File: src/rtl/debounce_counter.sv
// debounce_counter: debounces a raw push-button level and counts accepted presses.
//
// A press is accepted after the sampled button has been high for DEBOUNCE+2
// consecutive samples, starting from idle. A release is accepted the same way
// on the low level. Short glitches in either direction are rejected.
//
// Optional build macro: DEBOUNCE_COUNTER_SYNC_EN
//   defined   -> BTN passes through a two-flop synchronizer first (+2 cycles latency)
//   undefined -> the FSM samples BTN directly
//
// Parameters:
//   WIDTH    - width of the press counter COUNT
//   DEBOUNCE - stable-sample threshold compared against the 32-bit timer
//
// Ports:
//   CLK   - system clock, rising edge
//   RST   - synchronous, active-high reset
//   BTN   - raw button level, active-high, asynchronous, may bounce
//   COUNT - registered count of accepted presses, wraps modulo 2^WIDTH
//   PRESS - registered one-cycle pulse in the cycle after a press is accepted
//   LEVEL - registered debounced button level
module debounce_counter #(
  parameter int unsigned WIDTH    = 8,
  parameter int unsigned DEBOUNCE = 1023
) (
  input  logic             CLK,
  input  logic             RST,
  input  logic             BTN,
  output logic [WIDTH-1:0] COUNT,
  output logic             PRESS,
  output logic             LEVEL
);

  typedef enum logic [1:0] {
    StIdle,
    StPressWait,
    StHeld,
    StReleaseWait
  } state_t;

  localparam logic [31:0]      Threshold = 32'(DEBOUNCE);
  localparam logic [WIDTH-1:0] CountOne  = WIDTH'(1);

  state_t      state;
  logic [31:0] timer;
  logic        s;

`ifdef DEBOUNCE_COUNTER_SYNC_EN
  logic sync_meta;
  logic sync_out;

  // Two-flop synchronizer; BTN is asynchronous to CLK.
  always_ff @(posedge CLK) begin
    if (RST) begin
      sync_meta <= 1'b0;
      sync_out  <= 1'b0;
    end else begin
      sync_meta <= BTN;
      sync_out  <= sync_meta;
    end
  end

  assign s = sync_out;
`else
  assign s = BTN;
`endif

  always_ff @(posedge CLK) begin
    if (RST) begin
      state <= StIdle;
      timer <= 32'd0;
      COUNT <= '0;
      PRESS <= 1'b0;
      LEVEL <= 1'b0;
    end else begin
      // PRESS is a single-cycle pulse; only the accepting transition raises it.
      PRESS <= 1'b0;
      unique case (state)
        StIdle: begin
          if (s) begin
            state <= StPressWait;
            timer <= 32'd0;
          end
        end

        StPressWait: begin
          if (!s) begin
            state <= StIdle;
          end else if (timer == Threshold) begin
            state <= StHeld;
            LEVEL <= 1'b1;
            PRESS <= 1'b1;
            COUNT <= COUNT + CountOne;
          end else begin
            timer <= timer + 32'd1;
          end
        end

        StHeld: begin
          if (!s) begin
            state <= StReleaseWait;
            timer <= 32'd0;
          end
        end

        StReleaseWait: begin
          if (s) begin
            state <= StHeld;
          end else if (timer == Threshold) begin
            state <= StIdle;
            LEVEL <= 1'b0;
          end else begin
            timer <= timer + 32'd1;
          end
        end

        default: begin
          state <= StIdle;
          timer <= 32'd0;
        end
      endcase
    end
  end

endmodule
File: config.mk
export PLATFORM = sky130hd
export DESIGN_NAME = debounce_counter
export DESIGN_NICKNAME = d
export VERILOG_FILES = /design/src/rtl/debounce_counter.sv
export SDC_FILE = /design/constraint.sdc
export NUM_CORES = 1
export LEC_CHECK = 0
export CORE_UTILIZATION = 45
export DETAILED_ROUTE_END_ITERATION = 12
export GPL_ROUTABILITY_DRIVEN = 0
export GPL_TIMING_DRIVEN = 0
export PLACE_DENSITY = 0.73
export SYNTH_ARGS = -nofsm -noshare
export SYNTH_HDL_FRONTEND = slang
export SYNTH_SLANG_ARGS = --single-unit
File: constraint.sdc
create_clock -name CLK -period 4 [get_ports CLK]
set_input_delay 0.8 -clock CLK [delete_from_list [all_inputs] [get_ports CLK]]
set_output_delay 0.8 -clock CLK [all_outputs]
set_load 0.02 [all_outputs]
==> results of run 1 <==
-- synthesized netlist by cell type (5+ instances only) --
cell type / n / area, um2
dfxtp_1: 44 / 881
and4_1: 6 / 52.6
nor3_1: 12 / 60.1
inv_1: 8 / 30.0
o21ai_0: 11 / 55.1
or3_1: 11 / 68.8
or4_1: 6 / 45.0
nor4_1: 10 / 62.6
a21oi_1: 20 / 100
nand3_1: 14 / 70.1
xnor2_1: 17 / 149
nor2_1: 25 / 93.8
nand4_1: 5 / 31.3
nand2_1: 21 / 78.8
-- worst min-delay path by stage --
stage,endpoint,cells past startpoint,from
floorplan,timer[1],2,timer[1]
global placement,COUNT[7],2,COUNT[7]
CTS,COUNT[7],2,COUNT[7]
global route,LEVEL,2,LEVEL
finish,COUNT[7],2,COUNT[7]
detailed placement,COUNT[7],2,COUNT[7]
-- power by group through the flow --
stage / logic (mW) / clock network [mW] / registers, mW
4_1_cts: 0.0314 / 0.269 / 0.442
3_5_place_dp: 0.0313 / 0 / 0.452
2_1_floorplan: 0.0197 / 0 / 0.452
3_3_place_gp: 0.0312 / 0 / 0.452
5_1_grt: 0.0341 / 0.285 / 0.442
6_report: 0.0310 / 0.264 / 0.442
-- cells by family after synthesis --
logic type,Yosys count
xor gates and xnor gates,19
and+or+nand+nor,124
AOI/OAI and AO/OA,43
DFF,44
buffers and inverters,18
muxes,3
adders and majority gates,2
-- sequential cells by signal, indices dropped and copies added (netlist names), named ones only --
name / count
timer: 32
COUNT: 8
LEVEL: 1
PRESS: 1
state: 1
-- worst reg2reg max path: stages, from the launching register on --
cell and delay, ns:
dfxtp_1 0.41, ha_1 0.25, nand3_1 0.18, nor3_2 0.39, a31o_2 0.23, buf_4 0.17, buf_6 0.15, o21ai_0 0.08
a21oi_1 0.14
-- layer usage --
layer / vias to the layer above / share of wire (%)
met5: - / 0
met4: 0 / 1.7
li1: 953 / -
met1: 872 / 50
met3: 9 / 4.1
met2: 38 / 44
-- final cells by class --
cell class	count	area share [%]
Clock inverter	1	0.210
Multi-Input combinational cell	191	49.1
Sequential cell	44	36.9
Inverter	8	1.26
Buffer	10	2.20
Timing Repair Buffer	11	4.61
Clock buffer	6	3.04
Tap cell	52	2.72
-- metrics by stage --
stage	instance area, um2	utilization, %	instances	hold slack, ns	setup WS (ns)
2_1_floorplan	2140	-	253	0.458	2.00
3_3_place_gp	2310	52.0	316	0.467	1.11
3_5_place_dp	2310	52.0	316	0.488	1.12
4_1_cts	2390	53.7	323	0.499	1.41
5_1_grt	2390	53.7	323	0.522	1.29
6_report	2390	53.7	323	0.488	1.43
==> results.sh, run 1 <==
export IMPL_outcome="finished, final reports clean"
export IMPL_synthXorXnorAreaFrac_pct=8.14
export IMPL_seq_area_frac_synth_pct=41.2
export IMPL_synth_top_family_by_area="simple AND/OR/NAND/NOR gates"
export IMPL_synth_edf_count=0
export IMPL_diodes=0
export IMPL_die_area_mm2=0.00503
export IMPL_synthAdderAreaFrac_pct=1.17
export IMPL_port_buffers=11
export IMPL_multi_input_area_mm2=0.00117
export IMPL_ys_ff_latch=44
export IMPL_rrSetupSlack_ns=1.94
export IMPL_viasPerCell=5.80
export IMPL_synth_area_mm2=0.00214
export IMPL_worstPathBufferInverterCount=3
export IMPL_crit_arrival_ns=2.74
export IMPL_cts_sinks=44
export IMPL_vias=1872
export IMPL_skew_ns=0.00645
export IMPL_cp_top_family="buffers and inverters"
export IMPL_maxSlewViolCount=0
export IMPL_syn_num_nets=258
export IMPL_p_seq_share_pct=60.0
export IMPL_grt_pass1_wl_mm=7.60
export IMPL_max_cap_violations=0
export IMPL_grt_util_met2_pct=28.7
export IMPL_power_density_mw_per_mm2=308
export IMPL_htree_levels=2
export IMPL_grt_max_degree=13
export IMPL_nFillCells=421
export IMPL_grt_busiest_layer="met2"
export IMPL_grt_pass1_vias=1705
export IMPL_gr_usage_met3_pct=3.42
export IMPL_period_share_pct=64.2
export IMPL_core_area_mm2=0.00444
export IMPL_startpoint_type="input pin"
export IMPL_ff2ff_path_depth=8
export IMPL_p_sw_mw=0.168
export IMPL_endpoint_kind="register"
export IMPL_worstSkewPairLatency_ns=0.29
export IMPL_die_h_um=70.9
export IMPL_combPwrFrac_pct=4.2
export IMPL_cts_root_buffer="clkbuf_8"
export IMPL_final_common_cell="dfxtp_1"
export IMPL_ir_worst_vdd_mv=0.131
export IMPL_setup_viol=0
export IMPL_clock_path_buffers=2
export IMPL_period_needed_ns=2.57
export IMPL_cp_max_fo=10
export IMPL_setup_tns_ns=0
export IMPL_postCtsResizedCells=0
export IMPL_synthArstFlopShare_pct=0
export IMPL_avgSynthCellArea_um2=8.44
export IMPL_hp_class="reg -> reg"
export IMPL_slew_headroom_pct=65.3
export IMPL_cts_buffers=5
export IMPL_postSynthCellCount=253
export IMPL_clkTransAtPathRegs_ns=0.08
export IMPL_yosysUniqueCellTypes=41
export IMPL_ys_flop_type="dfxtp_1"
export IMPL_yosys_warnings=0
export IMPL_rsz0062_at_grt="no"
export IMPL_routed_wl_mm=4.41
export IMPL_layout_drive_gt1_share_pct=7.38
export IMPL_synth_compound_area_share_pct=11.7
export IMPL_holdBufCountCts=0
export IMPL_layout_nets=276
export IMPL_grt_ovfl_total=0
export IMPL_drt_pass1_iter_count=6
export IMPL_ant_nets=0
export IMPL_syn_to_final_growth_pct=11.8
export IMPL_muxShareOfSynthArea_pct=1.41
export IMPL_io_pins=13
export IMPL_hold_viol_final=0
export IMPL_antenna_found_initial=0
export IMPL_cp_endpoint="timer[4]"
export IMPL_swShare_pct=22.8
export IMPL_cts_setup_buffers=0
export IMPL_crit_path_max_incr_delay_ns=0.61
export IMPL_critPathKind="in -> reg"
export IMPL_intPower_mw=0.569
export IMPL_grt_util_met1_pct=26.1
export IMPL_worst_r2r_endpoint="timer[4]"
export IMPL_critPathSlowestCell="clkdlybuf4s50_1"
export IMPL_cp_num_cells=6
export IMPL_worst_ep_required_time_ns=4.17
export IMPL_rr_startpoint="timer[0]"
export IMPL_worst_pin_slew_ns=0.520
export IMPL_cellLeakagePower_nw=0.723
export IMPL_cts_tree="built"
export IMPL_fp_dieW_um=70.9
export IMPL_rows=24
export IMPL_drtIter0Drc=119
export IMPL_dp_hpwl_mm=3.06
export IMPL_wl_per_cell_um=13.7
export IMPL_startpoint="BTN"
export IMPL_timing_fmax_ghz=0.389
export IMPL_seq_area_um2=881
export IMPL_power_mw=0.736
export IMPL_path_cells="clkdlybuf4s50_1 > xor2_2 > a21o_1 > clkbuf_1 > buf_2 > a21oi_1"
export IMPL_drc_errors=0
export IMPL_grt_total_usage_pct=18.8
export IMPL_final_cell_mix="dfxtp_1 (44), nor2_1 (25), nand2_1 (21), a21oi_1 (20), xnor2_1 (17)"
export IMPL_start_util_pct=48.1
export IMPL_yosys_area_share_simple_pct=32.5
export IMPL_p_clk_share_pct=35.8
Note: power is estimated with default switching activity, not from simulation.
==> run 2: changes to the inputs <==
- clock period: 4 -> 2.5 ns (I/O delays scaled with it)
==> results of run 2 <==
The final DEF is identical to that of run 1. Status: finished, final reports clean.
Main changes from that run: setup slack after placement 1.12 ns -> -0.0827 ns; setup slack after layout 1.43 ns -> 0.232 ns; register-to-register setup slack 1.94 ns -> 0.44 ns; total power 0.736 mW -> 1.18 mW; worst IR drop on VDD 0.131 mV -> 0.210 mV
==> run 3: changes to the inputs <==
- CELL_PAD_IN_SITES_DETAIL_PLACEMENT: unset -> 2
- CELL_PAD_IN_SITES_GLOBAL_PLACEMENT: unset -> 2
- CORE_UTILIZATION: 45 -> 36
- PLACE_DENSITY: 0.73 -> 0.89
==> results.sh, run 3 (synthesized netlist as in run 1, its figures left out) <==
export IMPL_p_seq_share_pct=53.5
export IMPL_hold_viol_final=0
export IMPL_wl_per_cell_um=18.6
export IMPL_routed_wl_mm=6.40
export IMPL_fp_dieW_um=79.0
export IMPL_grt_ovfl_total=0
export IMPL_swShare_pct=23.1
export IMPL_cts_root_buffer="clkbuf_8"
export IMPL_grt_total_usage_pct=22.2
export IMPL_cp_max_fo=9
export IMPL_grt_pass1_wl_mm=10.6
export IMPL_cts_buffers=5
export IMPL_antenna_found_initial=0
export IMPL_critPathKind="in -> reg"
export IMPL_dp_hpwl_mm=4.40
export IMPL_ant_nets=0
export IMPL_power_density_mw_per_mm2=541
export IMPL_ff2ff_path_depth=6
export IMPL_drc_errors=0
export IMPL_regMostFlops="timer"
export IMPL_endpoint_kind="register"
export IMPL_power_mw=1.32
export IMPL_htree_levels=2
export IMPL_max_cap_violations=0
export IMPL_largest_reg_flops=32
export IMPL_slew_headroom_pct=62.8
export IMPL_fin_cells=344
export IMPL_final_common_cell="dfxtp_1"
export IMPL_worst_ep_required_time_ns=2.70
export IMPL_startpoint_type="input pin"
export IMPL_rrSetupSlack_ns=0.28
export IMPL_drt_pass1_iter_count=4
export IMPL_cp_endpoint="timer[29]"
export IMPL_cellLeakagePower_nw=0.740
export IMPL_nFillCells=650
export IMPL_die_h_um=79.0
export IMPL_final_cell_mix="dfxtp_1 (44), nor2_1 (25), nand2_1 (21), a21oi_1 (20), xnor2_1 (17)"
export IMPL_worst_r2r_endpoint="timer[8]"
export IMPL_timing_fmax_ghz=0.428
export IMPL_period_needed_ns=2.33
export IMPL_drtIter0Drc=91
export IMPL_hp_class="reg -> reg"
export IMPL_syn_to_final_growth_pct=14.5
export IMPL_layout_drive_gt1_share_pct=8.09
export IMPL_worst_pin_slew_ns=0.555
export IMPL_clkTransAtPathRegs_ns=0.09
export IMPL_startpoint="BTN"
export IMPL_multi_input_area_mm2=0.00117
export IMPL_placed_cell_area_mm2=0.00234
export IMPL_p_sw_mw=0.306
export IMPL_die_area_mm2=0.00624
export IMPL_seq_area_um2=881
export IMPL_grt_pass1_vias=2087
export IMPL_outcome="finished, final reports clean"
export IMPL_worstSkewPairLatency_ns=0.31
export IMPL_dp_cells=336
export IMPL_intPower_mw=1.02
export IMPL_io_pins=13
export IMPL_p_clk_share_pct=42.4
export IMPL_viasPerCell=5.84
export IMPL_combPwrFrac_pct=4.1
export IMPL_setup_viol=0
export IMPL_rr_startpoint="timer[0]"
export IMPL_rsz0062_at_grt="no"
export IMPL_layout_nets=276
export IMPL_setup_slack_ns=0.166
export IMPL_start_util_pct=38.1
export IMPL_ir_worst_vdd_mv=0.241
export IMPL_clock_path_buffers=2
export IMPL_vias=2010
export IMPL_period_share_pct=93.4
export IMPL_cts_sinks=44
export IMPL_maxSlewViolCount=0
export IMPL_holdBufCountCts=0
export IMPL_grt_max_degree=14
export IMPL_crit_arrival_ns=2.53
export IMPL_utilization_pct=43.6
export IMPL_diodes=0
export IMPL_port_buffers=11
export IMPL_core_area_mm2=0.00561
export IMPL_rows=27
export IMPL_fin_area_mm2=0.00244
export IMPL_cts_tree="built"
export IMPL_reg_top3="timer (32), COUNT (8)"
export IMPL_place_ws_ns=-0.128
export IMPL_skew_ns=0.00986
[run 3: cell count changes in the layout (fill, tap and decap cells not counted), sizes merged]
cell    change
bufinv      +1
[run 3: power by group through the flow]
stage | Clock [mW] | Combinational (mW) | Sequential (mW)
2_1_floorplan | 0 | 0.0314 | 0.724
3_3_place_gp | 0 | 0.0516 | 0.723
3_5_place_dp | 0 | 0.0529 | 0.724
4_1_cts | 0.567 | 0.0546 | 0.708
5_1_grt | 0.598 | 0.0587 | 0.708
6_report | 0.561 | 0.0542 | 0.708
[run 3: worst min path at each step]
stage	from	endpoint	slack, ns	depth (start not counted)
2_1_floorplan	timer[1]	timer[1]	0.46	2
3_3_place_gp	COUNT[7]	COUNT[7]	0.46	2
3_5_place_dp	COUNT[7]	COUNT[7]	0.49	2
4_1_cts	COUNT[7]	COUNT[7]	0.50	2
5_1_grt	COUNT[5]	COUNT[5]	0.54	2
6_report	COUNT[5]	COUNT[5]	0.50	2
[run 3: final cells by class]
cell class	instances	share of cell area (%)
sequential	44	36.0
multi-input combinational	191	48.0
tap	72	3.68
inverter	8	1.23
buffer	10	2.20
timing repair buffer	11	4.50
clock inverter	2	1.43
clock buffer	6	2.97
[run 3: layer usage]
layer / up-vias / share of wire (%) / global-route usage (%)
met5: - / 0 / 0
met4: 0 / 1.6 / 7.82
met3: 8 / 2.6 / 4.25
met2: 28 / 50 / 39.7
met1: 1016 / 45 / 26.3
li1: 958 / - / -
[run 3: stage by stage]
step / setup TNS [ns] / hold slack, ns
after floorplan: 0 / 0.458
after global placement: -2.84 / 0.465
after detailed placement: -2.17 / 0.489
after CTS: 0 / 0.502
after global routing: 0 / 0.542
final: 0 / 0.503
[run 3: what timing repair did]
item / 4_1_cts / 5_1_grt
endpoints found under the hold margin: 0 / 0
endpoints found under the setup margin: 0 / 3
gates resized for setup: 0 / 2
setup buffers: 0 / 0
[run 3: worst max-delay path, stage by stage]
cell and delay, ns:
clkdlybuf4s50_1 0.63, xor2_2 0.43, nand4_2 0.34, nor4_1 0.42
xnor2_1 0.17, nor2_1 0.05
